### src/rtl/tlb_pkg.sv
// Shared types for the TLB tag/match stage.
// Sizes here must agree with the external TLB data RAM.
package tlb_pkg;

    localparam int ENTRIES = 8;
    localparam int VPN_W   = 20;
    localparam int IDX_W   = 3;

    typedef logic [VPN_W-1:0] vpn_t;
    typedef logic [IDX_W-1:0] idx_t;

    typedef enum logic {
        IDLE,
        LOOK
    } state_t;

    typedef struct packed {
        logic valid;
        logic hit;
        idx_t idx;
    } res_t;

    function automatic idx_t idx_inc(input idx_t i);
        return i + idx_t'(1);
    endfunction

endpackage

### src/rtl/tlb_prio_enc8.sv
// Lowest-index-wins priority encoder over 8 requests.
// idx is 0 when no request is set.
module tlb_prio_enc8 (
    input  logic [7:0] req,
    output logic [2:0] idx,
    output logic       any
);

    always_comb begin
        idx = '0;
        for (int i = 7; i >= 0; i--) begin
            if (req[i]) begin
                idx = 3'(i);
            end
        end
    end

    assign any = |req;

endmodule

### src/rtl/tlb_tag_cam.sv
// Fully associative 8-entry TLB tag CAM with round-robin refill.
// The registered hit index addresses the external TLB data RAM.
module tlb_tag_cam
    import tlb_pkg::*;
(
    input  logic             clk,
    input  logic             clrn,
    input  logic             inv_all,
    input  logic             lookup_valid,
    output logic             lookup_ready,
    input  logic [VPN_W-1:0] lookup_vpn,
    output logic             res_valid,
    output logic             res_hit,
    output logic [IDX_W-1:0] res_idx,
    input  logic             refill_valid,
    output logic             refill_ready,
    input  logic [VPN_W-1:0] refill_vpn,
    output logic [IDX_W-1:0] ram_addr,
    output logic             ram_we
);

    state_t               state_q;
    state_t               state_d;
    vpn_t                 tag_q [ENTRIES];
    logic [ENTRIES-1:0]   valid_q;
    idx_t                 rr_q;
    res_t                 res_q;

    logic                 refill_acc;
    logic                 lookup_acc;
    vpn_t                 key;
    logic [ENTRIES-1:0]   match;
    logic [ENTRIES-1:0]   free;
    idx_t                 match_idx;
    idx_t                 free_idx;
    logic                 match_any;
    logic                 free_any;
    idx_t                 victim;

    assign refill_ready = clrn && (state_q == IDLE) && !inv_all;
    assign refill_acc   = refill_valid && refill_ready;
    assign lookup_ready = clrn && !inv_all && !refill_acc;
    assign lookup_acc   = lookup_valid && lookup_ready;

    // Refill and lookup are never accepted together, so one
    // comparator bank serves both the hit and duplicate checks.
    assign key  = refill_acc ? refill_vpn : lookup_vpn;
    assign free = ~valid_q;

    always_comb begin
        match = '0;
        for (int i = 0; i < ENTRIES; i++) begin
            match[i] = valid_q[i] && (tag_q[i] == key);
        end
    end

    tlb_prio_enc8 u_hit_enc (
        .req (match),
        .idx (match_idx),
        .any (match_any)
    );

    tlb_prio_enc8 u_free_enc (
        .req (free),
        .idx (free_idx),
        .any (free_any)
    );

    always_comb begin
        victim = rr_q;
        if (match_any) begin
            victim = match_idx;
        end else if (free_any) begin
            victim = free_idx;
        end
    end

    always_comb begin
        state_d = state_q;
        unique case (state_q)
            IDLE: state_d = lookup_acc ? LOOK : IDLE;
            LOOK: state_d = lookup_acc ? LOOK : IDLE;
            default: state_d = IDLE;
        endcase
    end

    always_ff @(posedge clk) begin
        if (!clrn) begin
            state_q <= IDLE;
            valid_q <= '0;
            rr_q    <= '0;
            res_q   <= '0;
        end else begin
            state_q   <= state_d;
            res_q.valid <= lookup_acc;
            res_q.hit   <= lookup_acc && match_any;
            res_q.idx   <= lookup_acc ? match_idx : '0;
            if (inv_all) begin
                valid_q <= '0;
                rr_q    <= '0;
            end else if (refill_acc) begin
                valid_q[victim] <= 1'b1;
                if (!match_any && !free_any) begin
                    rr_q <= idx_inc(rr_q);
                end
            end
        end
    end

    always_ff @(posedge clk) begin
        if (refill_acc) begin
            tag_q[victim] <= refill_vpn;
        end
    end

    assign res_valid = res_q.valid;
    assign res_hit   = res_q.hit;
    assign res_idx   = res_q.idx;
    assign ram_we    = refill_acc;
    assign ram_addr  = refill_acc ? victim : res_q.idx;

endmodule

### config.mk
export PLATFORM = sky130hd
export DESIGN_NAME = tlb_tag_cam
export DESIGN_NICKNAME = d
export VERILOG_FILES = /design/src/rtl/tlb_pkg.sv /design/src/rtl/tlb_prio_enc8.sv /design/src/rtl/tlb_tag_cam.sv
export SDC_FILE = /design/constraint.sdc
export NUM_CORES = 1
export LEC_CHECK = 0
export CAP_MARGIN = 40
export CORE_MARGIN = 5
export CORE_UTILIZATION = 31
export CTS_CLUSTER_DIAMETER = 80
export CTS_CLUSTER_SIZE = 25
export DETAILED_ROUTE_END_ITERATION = 12
export DONT_BUFFER_PORTS = 1
export PLACE_DENSITY = 0.5
export SLEW_MARGIN = 20
export SYNTH_ARGS = -nofsm -noshare
export SYNTH_HDL_FRONTEND = slang
export SYNTH_SLANG_ARGS = --single-unit
### constraint.sdc
create_clock -name clk -period 9.86 [get_ports clk]
set_input_delay 1.972 -clock clk [delete_from_list [all_inputs] [get_ports clk]]
set_output_delay 1.972 -clock clk [all_outputs]
set_load 0.02 [all_outputs]
# After elaboration in Yosys (flattened, before gate mapping)
# Memory sizes are Yosys's and may differ from the RTL's.
# Cells that the tools add are included.
# Widths: inputs -> output; s select.
dict set report op_classes {
  n_addsub 1
  n_lt_le_gt_ge 2
  n_eq_ne 8
  n_mux 25
  bitwise_logic 4
  n_reduce_logical 26
}
# op n
set op_table {}
lappend op_table {{$eq 20x20->1} 8}
lappend op_table {{$mux 3} 19}
lappend op_table {{$mux 20} 1}
lappend op_table {{$logic_and 1x1->1} 17}
lappend op_table {{$reduce_or 8->1} 2}
lappend op_table {{$not 8->8} 1}
lappend op_table {{$or 8x8->8} 1}
lappend op_table {{$logic_not 1->1} 4}
lappend op_table {{$lt 3x4->1 const B} 1}
lappend op_table {{$mux 1} 4}
lappend op_table {{$reduce_and 2->1} 2}
lappend op_table {{$add 3x1->3 const B} 1}
lappend op_table {{$demux 1 s3} 1}
lappend op_table {{$ge 3x1->1 const B} 1}
lappend op_table {{$not 1->1} 2}
lappend op_table {{$reduce_or 2->1} 1}
dict set report word_totals {
  regBits 17
  mem_bits_rw 160
  in_bits 45
  wordCells 73
  memories 1
}
# memory depth word_bits read_ports rd_clocked_by_memory_dff write_ports line_no
set memory_table {}
lappend memory_table {tag_q 8 20 8 0 1 tlb_tag_cam.sv:24} ;# vpn_t tag_q [ENTRIES];

# Longest topological paths before layout
# Gate-level depths: netlist of the first run.
dict set report depth {
  word_depth 21
  ltp_mapped 16
  depth_no_buf 11
}

# By module
# From an unflattened synthesis of the first run, not the netlist that was laid out.
dict set report unflattened {
  cells_unflattened 694
  hier_area_um2 8685.8
}
# mod n_inst cells_per_inst area_per_inst_um2 seq_area_each_um2
set modules_own_cells {}
lappend modules_own_cells {tlb_tag_cam 1 668 8523.2 5124.9}
lappend modules_own_cells {tlb_prio_enc8 2 13 81.3 0.0}

# Worst setup path after synthesis of the first run
# Ideal clock, no wire load.
dict set report synth_path {
  kind {input to output}
  from {input port inv_all}
  to {output port ram_addr[0]}
  t_arrival_ns 4.711
  t_required_ns 7.888
  slack_ns 3.177
  cell_stages 13
  path_buffers 2
  path_cell_list {nand4bb_1 buf_6 inv_12 buf_12 mux2i_4 o2bb2ai_1 nor4_2 o2111ai_1 a211oi_2 o21bai_1 a21oi_1 nor2_1 o21ai_0}
}
dict set report synth_via {
  elab_chain_cells 16
  word_cells_on_any_way 31
}
# item line_no
set synth_lines {}
lappend synth_lines {{from (decl)} tlb_tag_cam.sv:8} ;# input logic inv_all,
lappend synth_lines {{$logic_not 1->1 *} tlb_tag_cam.sv:40} ;# assign refill_ready = clrn && (state_q == IDLE) && !inv_all;
lappend synth_lines {{$logic_and 1x1->1 *} tlb_tag_cam.sv:40}
lappend synth_lines {{$logic_and 1x1->1 *} tlb_tag_cam.sv:41} ;# assign refill_acc = refill_valid && refill_ready;
lappend synth_lines {{$mux 20} tlb_tag_cam.sv:47} ;# assign key = refill_acc ? refill_vpn : lookup_vpn;
lappend synth_lines {{$eq 20x20->1} tlb_tag_cam.sv:53} ;# match[i] = valid_q[i] && (tag_q[i] == key);
lappend synth_lines {{$logic_and 1x1->1} tlb_tag_cam.sv:53}
lappend synth_lines {{$mux 3 (8 in a row)} tlb_prio_enc8.sv:12} ;# if (req[i]) begin
lappend synth_lines {{$mux 3} tlb_tag_cam.sv:71} ;# if (match_any) begin
lappend synth_lines {{$mux 3 *} tlb_tag_cam.sv:120} ;# assign ram_addr = refill_acc ? victim : res_q.idx;
lappend synth_lines {{to (decl)} tlb_tag_cam.sv:18} ;# output logic [IDX_W-1:0] ram_addr,
# Mark *: on every way between the ends. The rest lies on a longest branch, timed or not.

# Worst setup path after layout of the first run
dict set report layout_path {
  from {input port inv_all}
  to {output port ram_addr[0]}
}
dict set report layout_via {
  elab_chain_cells 16
  word_cells_on_any_way 31
}
# item line_no
set layout_lines {}
lappend layout_lines {{$logic_not 1->1 *} tlb_tag_cam.sv:40}
lappend layout_lines {{$logic_and 1x1->1 *} tlb_tag_cam.sv:40}
lappend layout_lines {{$logic_and 1x1->1 *} tlb_tag_cam.sv:41}
lappend layout_lines {{via ram_we} tlb_tag_cam.sv:19} ;# output logic ram_we
lappend layout_lines {{$mux 20} tlb_tag_cam.sv:47}
lappend layout_lines {{$eq 20x20->1} tlb_tag_cam.sv:53}
lappend layout_lines {{$logic_and 1x1->1} tlb_tag_cam.sv:53}
lappend layout_lines {{$mux 3 (8 in a row)} tlb_prio_enc8.sv:12}
lappend layout_lines {{$mux 3} tlb_tag_cam.sv:71}
lappend layout_lines {{$mux 3 *} tlb_tag_cam.sv:120}
# The timed path passes the listed nets; every way through them passes the cells marked *.

==> results of run 1 <==
-- path summary, 6_finish.rpt --
| kind | end | cells after the start |
|---|---|---|
| setup reg to reg | tag_q[6][4] | 12 |
| hold reg to reg | rr_q[2] | 2 |
| setup / recovery | ram_addr[0] | 12 |
| hold / removal | rr_q[2] | 2 |
-- kinds of logic after synthesis --
| family | share of synthesized area |
|---|---|
| flops | 0.547 |
| xor+xnor | 0.152 |
| simple gates | 0.0899 |
| compound gates | 0.129 |
| buf+inv | 0.0482 |
| mux | 0.0323 |
| fa+ha+maj | 0.00134 |
-- placed cells by master, fill, tap and decap left out, types with 4 or more instances in the layout --
master and n:
nand2b_1 6, a22oi_1 6, mux2i_2 4, a2111oi_0 6, nor3_1 12, nand3_1 12, nor2_1 21, nand4_1 23
a2111oi_2 4, inv_1 63, xnor2_1 92, a222oi_1 11, a21oi_1 10, o221ai_1 15, buf_4 7, a221oi_1 9
clkbuf_16 17, a22o_1 6, o21bai_1 4, dfxtp_1 16, mux2i_1 9, nor3_2 5, o21ai_1 4, nor4_1 22
nand2_1 24, mux2i_4 7, nor2b_1 11, inv_6 4, xor2_1 71, o22ai_1 16, o2bb2ai_1 9, o21ai_0 16
a211oi_1 4, edfxtp_1 160
-- cell usage after synthesis, types with 11 or more instances --
library cell / count
nor3_1: 15
nor2_1: 23
nor2b_1: 11
nand4_1: 23
xnor2_1: 92
xor2_1: 71
edfxtp_1: 160
a222oi_1: 11
nand3_1: 12
inv_1: 63
o221ai_1: 15
dfxtp_1: 16
clkbuf_1: 28
nor4_1: 22
nand2_1: 24
o21ai_0: 16
o22ai_1: 16
-- stage by stage --
| stage | instances | instance area [um^2] | power, mW | setup slack, ns |
|---|---|---|---|---|
| floorplan | 765 | 9370 | 0.928 | 3.18 |
| global placement | 1122 | 9730 | 0.940 | 2.30 |
| detailed placement | 1125 | 9780 | 0.940 | 2.23 |
| finish | 1157 | 10300 | 1.59 | 2.22 |
| CTS | 1157 | 10300 | 1.60 | 2.21 |
| global route | 1157 | 10300 | 1.64 | 1.94 |
-- power groups by stage --
stage	Combinational (mW)	Clock, mW	Sequential [mW]
floorplan	0.0931	0	0.835
global placement	0.104	0	0.836
detailed placement	0.104	0	0.836
CTS	0.104	0.681	0.819
global route	0.112	0.708	0.819
finish	0.105	0.670	0.819
-- routing by layer --
| metal | vias to the layer above | GRT usage | wire (um) | share of wire |
|---|---|---|---|---|
| li1 | 2842 | - | - | - |
| met1 | 3378 | 0.269 | 14200 | 0.41 |
| met2 | 375 | 0.328 | 16000 | 0.46 |
| met3 | 67 | 0.0649 | 3440 | 0.099 |
| met4 | 0 | 0.0704 | 1140 | 0.033 |
| met5 | - | 0 | 0 | 0 |
-- sequential cells by signal, summed over array words and instances (netlist names) --
register / cells
tag_q: 160
valid_q: 8
res_idx: 3
rr_q: 3
res_hit: 1
state_q: 1
-- area by class of cell --
| type | count | share of cell area |
|---|---|---|
| multi-input cells | 485 | 0.369 |
| clock inverters | 13 | 0.0125 |
| inverters | 64 | 0.0244 |
| flip-flops and latches | 176 | 0.496 |
| well taps | 390 | 0.0472 |
| repair buffers | 10 | 0.00944 |
| clock buffers | 19 | 0.0419 |
-- worst max-delay path, cell delays in order --
cell and delay (ns):
nand4bb_2 0.21, buf_4 0.28, inv_12 0.33, mux2i_2 0.45, xnor2_1 0.16, nor4_2 0.25
o2111ai_1 0.15, a211oi_2 0.43, o21bai_1 0.13, a21oi_1 0.40, nor2_1 0.24, o21ai_0 0.58
==> flow_summary_export.csv, run 1 <==
group,metric,value,unit
status,status,"complete, no violations",
sta,post-route-period-util,0.774,
power,p_int,1.22,mW
global_route,antenna_found_initial,1,
sta,tns,0,ns
synth,synth_flop_cell,"edfxtp_1",
final_layout,drive_gt1_frac,0.0978,
placement,io_buffers,0,
final_layout,seq_area,5120,um^2
sta,setup_viol,0,
routing,firstDrtPassIters,7,
floorplanning,dieArea,33800,um^2
clock_network,cts_tree,"yes",
global_route,grt_pass1_vias,6664,
clock_network,hold_buffers,0,
routing,vias,6662,
synth,ys_warn_count,0,
sta,max_freq,131,MHz
synth,synth_top_area_cell,"edfxtp_1",
clock_network,cts_max_path_buffers,2,
min_path,min_path_type,"reg2reg",
clock_network,cts.root.buffer_cell,"clkbuf_16",
power,swShare,0.237,
synth,ys_ff_latch,176,
clock_network,cts_resized,0,
final_layout,final_nets,800,
synth,async_flop_share,0,
power,pwr-share-seq,0.514,
final_layout,diodes,0,
setup_path,path_class,"in2out",
job,maxCapViolCount,0,
final_layout,nFillCells,2894,
clock_network,clk_pin_slew,0.07,ns
sta,slew_headroom,0.408,
floorplanning,die_h,184,um
routing,drc,0,
floorplanning,row_count,63,
synth,syn_nets,811,
synth,synth_edf_count,160,
sta,post-route-min-period,7.64,ns
routing,drtAntennaViolNets,0,
setup_path,crit_required,7.89,ns
global_route,grt-ovfl-total,0,
floorplanning,core-area,29700,um^2
sta,worst_hold_slack,0.521,ns
final_layout,multiInputGateArea,3820,um^2
synth,synthTopCellsByArea,"edfxtp_1 51%, xnor2_1 8.6%, xor2_1 6.6%",
synth,synth_seq_area_share,0.547,
setup_path,end_kind,"output port",
power,ir_drop,0.115,mV
final_layout,area_growth,10.4,%
sta,rsz0062_at_grt,"false",
sta,finalMaxSlewViolations,0,
synth,yosys.cell_types.count,68,
clock_network,cts_setup_buffers,0,
global_route,grt_util_all_layers,0.206,
final_layout,postLayoutCoreUtil,0.348,
clock_network,cts_buffers,17,
routing,wl_per_cell,30.1,um
placement,dp_hpwl,24.8,mm
power,p_switching,0.378,mW
setup_path,r2r-start,"state_q",
setup_path,r2r_setup_slack,5.10,ns
min_path,hp-start,"rr_q[2]",
routing,drt_iter0_drc,803,
synth,syn_inst,765,
sta,clock-skew-final,0.0155,ns
power,p_leak,3.30,nW
power,pwr-share-clk,0.420,
synth,netlist_area,9370,um^2
synth,synth_top_area_frac,0.513,
sta,hold_viol_final,0,
global_route,grt_max_degree,53,
clock_network,clkLatencyLatePin,0.44,ns
synth,syn_area_per_cell,12.2,um^2
setup_path,cp_max_fo,52,
global_route,grt_first_pass_wirelength,49.3,mm
floorplanning,start_util,0.315,
power,p_comb_frac,0.066,
setup_path,critPathLaunch,"inv_all",
routing,wl,34.8,mm
sta,tightest_slew,0.880,ns
placement,gp_congestion,0.956,
clock_network,htree_levels,4,
floorplanning,die_w,184,um
power,power_density,154,nW/um^2
setup_path,start_kind,"primary input",
floorplanning,io_pins,56,
clock_network,clock_sinks,176,
routing,viasPerCell,5.76,
setup_path,critPathArrivalTime,5.66,ns
(Power assumes the default switching activity.)
==> inputs of run 2 (changes only) <==
--- a/config.mk
+++ b/config.mk
@@ -5,6 +5,7 @@
 export SDC_FILE = /design/constraint.sdc
 export NUM_CORES = 1
 export LEC_CHECK = 0
+export ABC_AREA = 1
 export CAP_MARGIN = 40
 export CORE_MARGIN = 5
 export CORE_UTILIZATION = 31
@@ -12,7 +13,7 @@
 export CTS_CLUSTER_SIZE = 25
 export DETAILED_ROUTE_END_ITERATION = 12
 export DONT_BUFFER_PORTS = 1
-export PLACE_DENSITY = 0.5
+export PLACE_DENSITY = 0.51
 export SLEW_MARGIN = 20
 export SYNTH_ARGS = -nofsm -noshare
 export SYNTH_HDL_FRONTEND = slang
==> constraint.sdc (replaced) <==
create_clock -name clk -period 6.67 [get_ports clk]
set_input_delay 1.334 -clock clk [delete_from_list [all_inputs] [get_ports clk]]
set_output_delay 1.334 -clock clk [all_outputs]
set_load 0.02 [all_outputs]
==> run 2 against run 1 <==
Synthesized cell count increased by 53%. Worst setup slack worse by 1.1 ns. Critical endpoint unchanged. Cell area down 0.19%. Via count increased by 15%. Hold slack got worse by 0.038 ns. Utilization hardly changed. Clock power is 41% higher. Global-route usage shrank 0.88 points. Sequential power grew 48%. First-iteration DRC count fell by 25%.
==> flow_summary_export.csv, run 2 <==
group,metric,value,unit
power,p_leak,4.76,nW
clock_network,hold_buffers,0,
sta,setup_viol,0,
sta,worst_hold_slack,0.483,ns
synth,synth_top_family_by_area,"simple AND/OR/NAND/NOR gates",
clock_network,cts_setup_buffers,0,
placement,io_buffers,0,
synth,synth_flop_cell,"edfxtp_1",
min_path,min_path_type,"reg2reg",
floorplanning,io_pins,56,
global_route,grt-ovfl-total,0,
final_layout,largest_register_ffs,160,
floorplanning,row_count,63,
synth,yosys.area_share.simple,0.322,
synth,synth_top_area_cell,"edfxtp_1",
routing,drtAntennaViolNets,0,
setup_path,worstPathCellList,"inv_1 -> nor2_4 -> nand3_4 -> nand2_1 -> nand2_2 -> nand2_1 -> nand2_1 -> nor2_1 -> nand2_1 -> nor2_1 -> nand2_1 -> nor2_1 -> nand2_1 -> nand2_1 -> nand2_1 -> nand2_1 -> nand2_1 -> nand2_1 -> nand2_2 -> nand2_1 -> nand2_1 -> nand2_1",
global_route,grt_max_degree,45,
synth,netlist_area,9310,um^2
setup_path,crit_buf_inv,1,
synth,yosysMostFrequentCell,"nand2_1",
final_layout,area_growth,10.9,%
routing,wl,32.8,mm
routing,firstDrtPassIters,5,
placement,dp_hpwl,24.2,mm
synth,synth_edf_count,160,
setup_path,r2r-start,"state_q",
synth,synthTopCellsByArea,"edfxtp_1 52%, nand2_1 20%, inv_1 7.8%",
clock_network,clk_pin_slew,0.07,ns
setup_path,start_kind,"primary input",
sta,finalMaxSlewViolations,0,
synth,synth_common_cells,"489 x nand2_1, 194 x inv_1, 160 x edfxtp_1, 101 x nor2_1, 56 x nand3_1",
routing,drt_iter0_drc,601,
clock_network,htree_levels,4,
setup_path,crit_path_max_incr_delay,0.50,ns
setup_path,crit_top_cell,"nand2_1",
power,power_density,227,nW/um^2
global_route,grt_first_pass_wirelength,48.6,mm
global_route,antenna_found_initial,1,
placement,gp_congestion,0.920,
setup_path,critPathArrivalTime,4.25,ns
job,maxCapViolCount,0,
synth,synth_compound_area_frac,0.0325,
synth,synth_seq_area_share,0.551,
floorplanning,die_w,183,um
sta,post-route-min-period,5.59,ns
synth,synth_top_area_frac,0.516,
clock_network,cts_buffers,17,
setup_path,r2r_end,"tag_q[4][13]",
power,ir_drop,0.132,mV
final_layout,largest_registers,"tag_q (160), valid_q (8)",
floorplanning,dieArea,33600,um^2
synth,yosys.area_share.adder,0.00134,
routing,viasPerCell,4.84,
clock_network,cts.root.buffer_cell,"clkbuf_16",
sta,clock-skew-final,0.00958,ns
sta,post-route-period-util,0.838,
setup_path,r2r_setup_slack,2.18,ns
final_layout,diodes,0,
setup_path,cp_max_fo,44,
setup_path,path_class,"in2out",
floorplanning,start_util,0.314,
setup_path,reg2reg_depth,20,
global_route,grt_util_all_layers,0.198,
setup_path,slowest_stage,"nand3_4",
synth,async_flop_share,0,
floorplanning,die_h,183,um
clock_network,clkLatencyLatePin,0.44,ns
synth,syn_inst,1171,
synth,yosys.cell_types.count,31,
synth,syn_nets,1217,
sta,tns,0,ns
final_layout,layout_common_cells,"489 x nand2_1, 194 x inv_1, 160 x edfxtp_1, 101 x nor2_1, 56 x nand3_1",
final_layout,final_common_cell,"nand2_1",
clock_network,clock_sinks,176,
synth,ys_ff_latch,176,
synth,synth.area.mux_share,0,
synth,synth_xor_area_frac,0.00376,
synth,syn_area_per_cell,7.95,um^2
setup_path,path_delay_family,"simple AND/OR/NAND/NOR gates",
final_layout,final_nets,1229,
sta,tightest_slew,0.741,ns
sta,max_freq,179,MHz
routing,drc,0,
final_layout,top_register,"tag_q",
final_layout,drive_gt1_frac,0.0577,
clock_network,cts_resized,0,
setup_path,crit_required,5.34,ns
setup_path,crit_cells,22,
setup_path,cp-endpoint,"ram_addr[0]",
status,status,"complete, no violations",
setup_path,critPathLaunch,"clrn",
sta,slew_headroom,0.506,
clock_network,cts_tree,"yes",
floorplanning,core-area,29600,um^2
routing,vias,7676,
clock_network,cts_max_path_buffers,2,
routing,wl_per_cell,20.7,um
sta,hold_viol_final,0,
global_route,grt_pass1_vias,7262,
synth,ys_warn_count,0,
setup_path,end_kind,"output port",
min_path,hp-start,"rr_q[2]",
sta,rsz0062_at_grt,"false",
[run 2: cell types whose count changed after synthesis, moves of 26 or more]
cell,previous run,this run
clkbuf_1,28,2
inv_1,63,194
nand2_1,24,489
nand3_1,12,56
nor2_1,23,101
xnor2_1,92,0
xor2_1,71,4
[run 2: worst reg2reg max path, delay by kind of cell, from the launching register on]
kind | cells | cell delay [ns]
buffers and inverters | 4 | 1.13
AND/OR/NAND/NOR | 16 | 2.67
flip-flops | 1 | 0.40
[run 2: where the power goes]
| group | internal (mW) | leakage, nW | switching, mW |
|---|---|---|---|
| Clock | 0.482 | 0.254 | 0.463 |
| Combinational | 0.0473 | 2.94 | 0.146 |
| Sequential | 1.21 | 1.57 | 0.00227 |
| Total | 1.73 | 4.76 | 0.612 |
[run 2: worst min path at each step]
stage	end	cells past startpoint	slack (ns)
after floorplan	rr_q[2]	2	0.44
after global placement	rr_q[2]	2	0.47
after detailed placement	rr_q[2]	2	0.47
after CTS	rr_q[2]	2	0.48
after global routing	rr_q[1]	2	0.54
final	rr_q[2]	2	0.48
[run 2: area by class of cell]
| cell class | count | area [um^2] |
|---|---|---|
| fillers | 3181 | 19300 |
| flip-flops and latches | 176 | 5120 |
| multi-input cells | 781 | 3340 |
| inverters | 196 | 736 |
| well taps | 390 | 488 |
| clock buffers | 18 | 429 |
| clock inverters | 14 | 110 |
| repair buffers | 11 | 90.1 |
[run 2: cells by family (layout without fill, tap and decap cells)]
logic type | count (synthesis) | after routing
buf+inv | 214 | 239
simple gates | 721 | 721
flops | 176 | 176
xor+xnor | 4 | 4
compound gates | 55 | 55
fa+ha+maj | 1 | 1
[run 2: metrics by stage]
stage / area, um^2 / setup slack, ns / std cells / utilization / power, mW
5_1_grt: 10300 / 0.754 / 1586 / 0.348 / 2.44
3_5_place_dp: 9780 / 1.07 / 1554 / 0.330 / 1.43
3_3_place_gp: 9770 / 1.08 / 1553 / 0.330 / 1.42
6_report: 10300 / 1.08 / 1586 / 0.348 / 2.35
2_1_floorplan: 9310 / 2.13 / 1171 / - / 1.36
4_1_cts: 10300 / 1.06 / 1586 / 0.348 / 2.36
[run 2: metal layers]
layer | GRT usage | part of all wire | vias up
met5 | 0 | 0 | -
met4 | 0.0462 | 0.016 | 0
met3 | 0.0349 | 0.070 | 29
met2 | 0.317 | 0.46 | 262
met1 | 0.280 | 0.46 | 3654
li1 | - | - | 3731
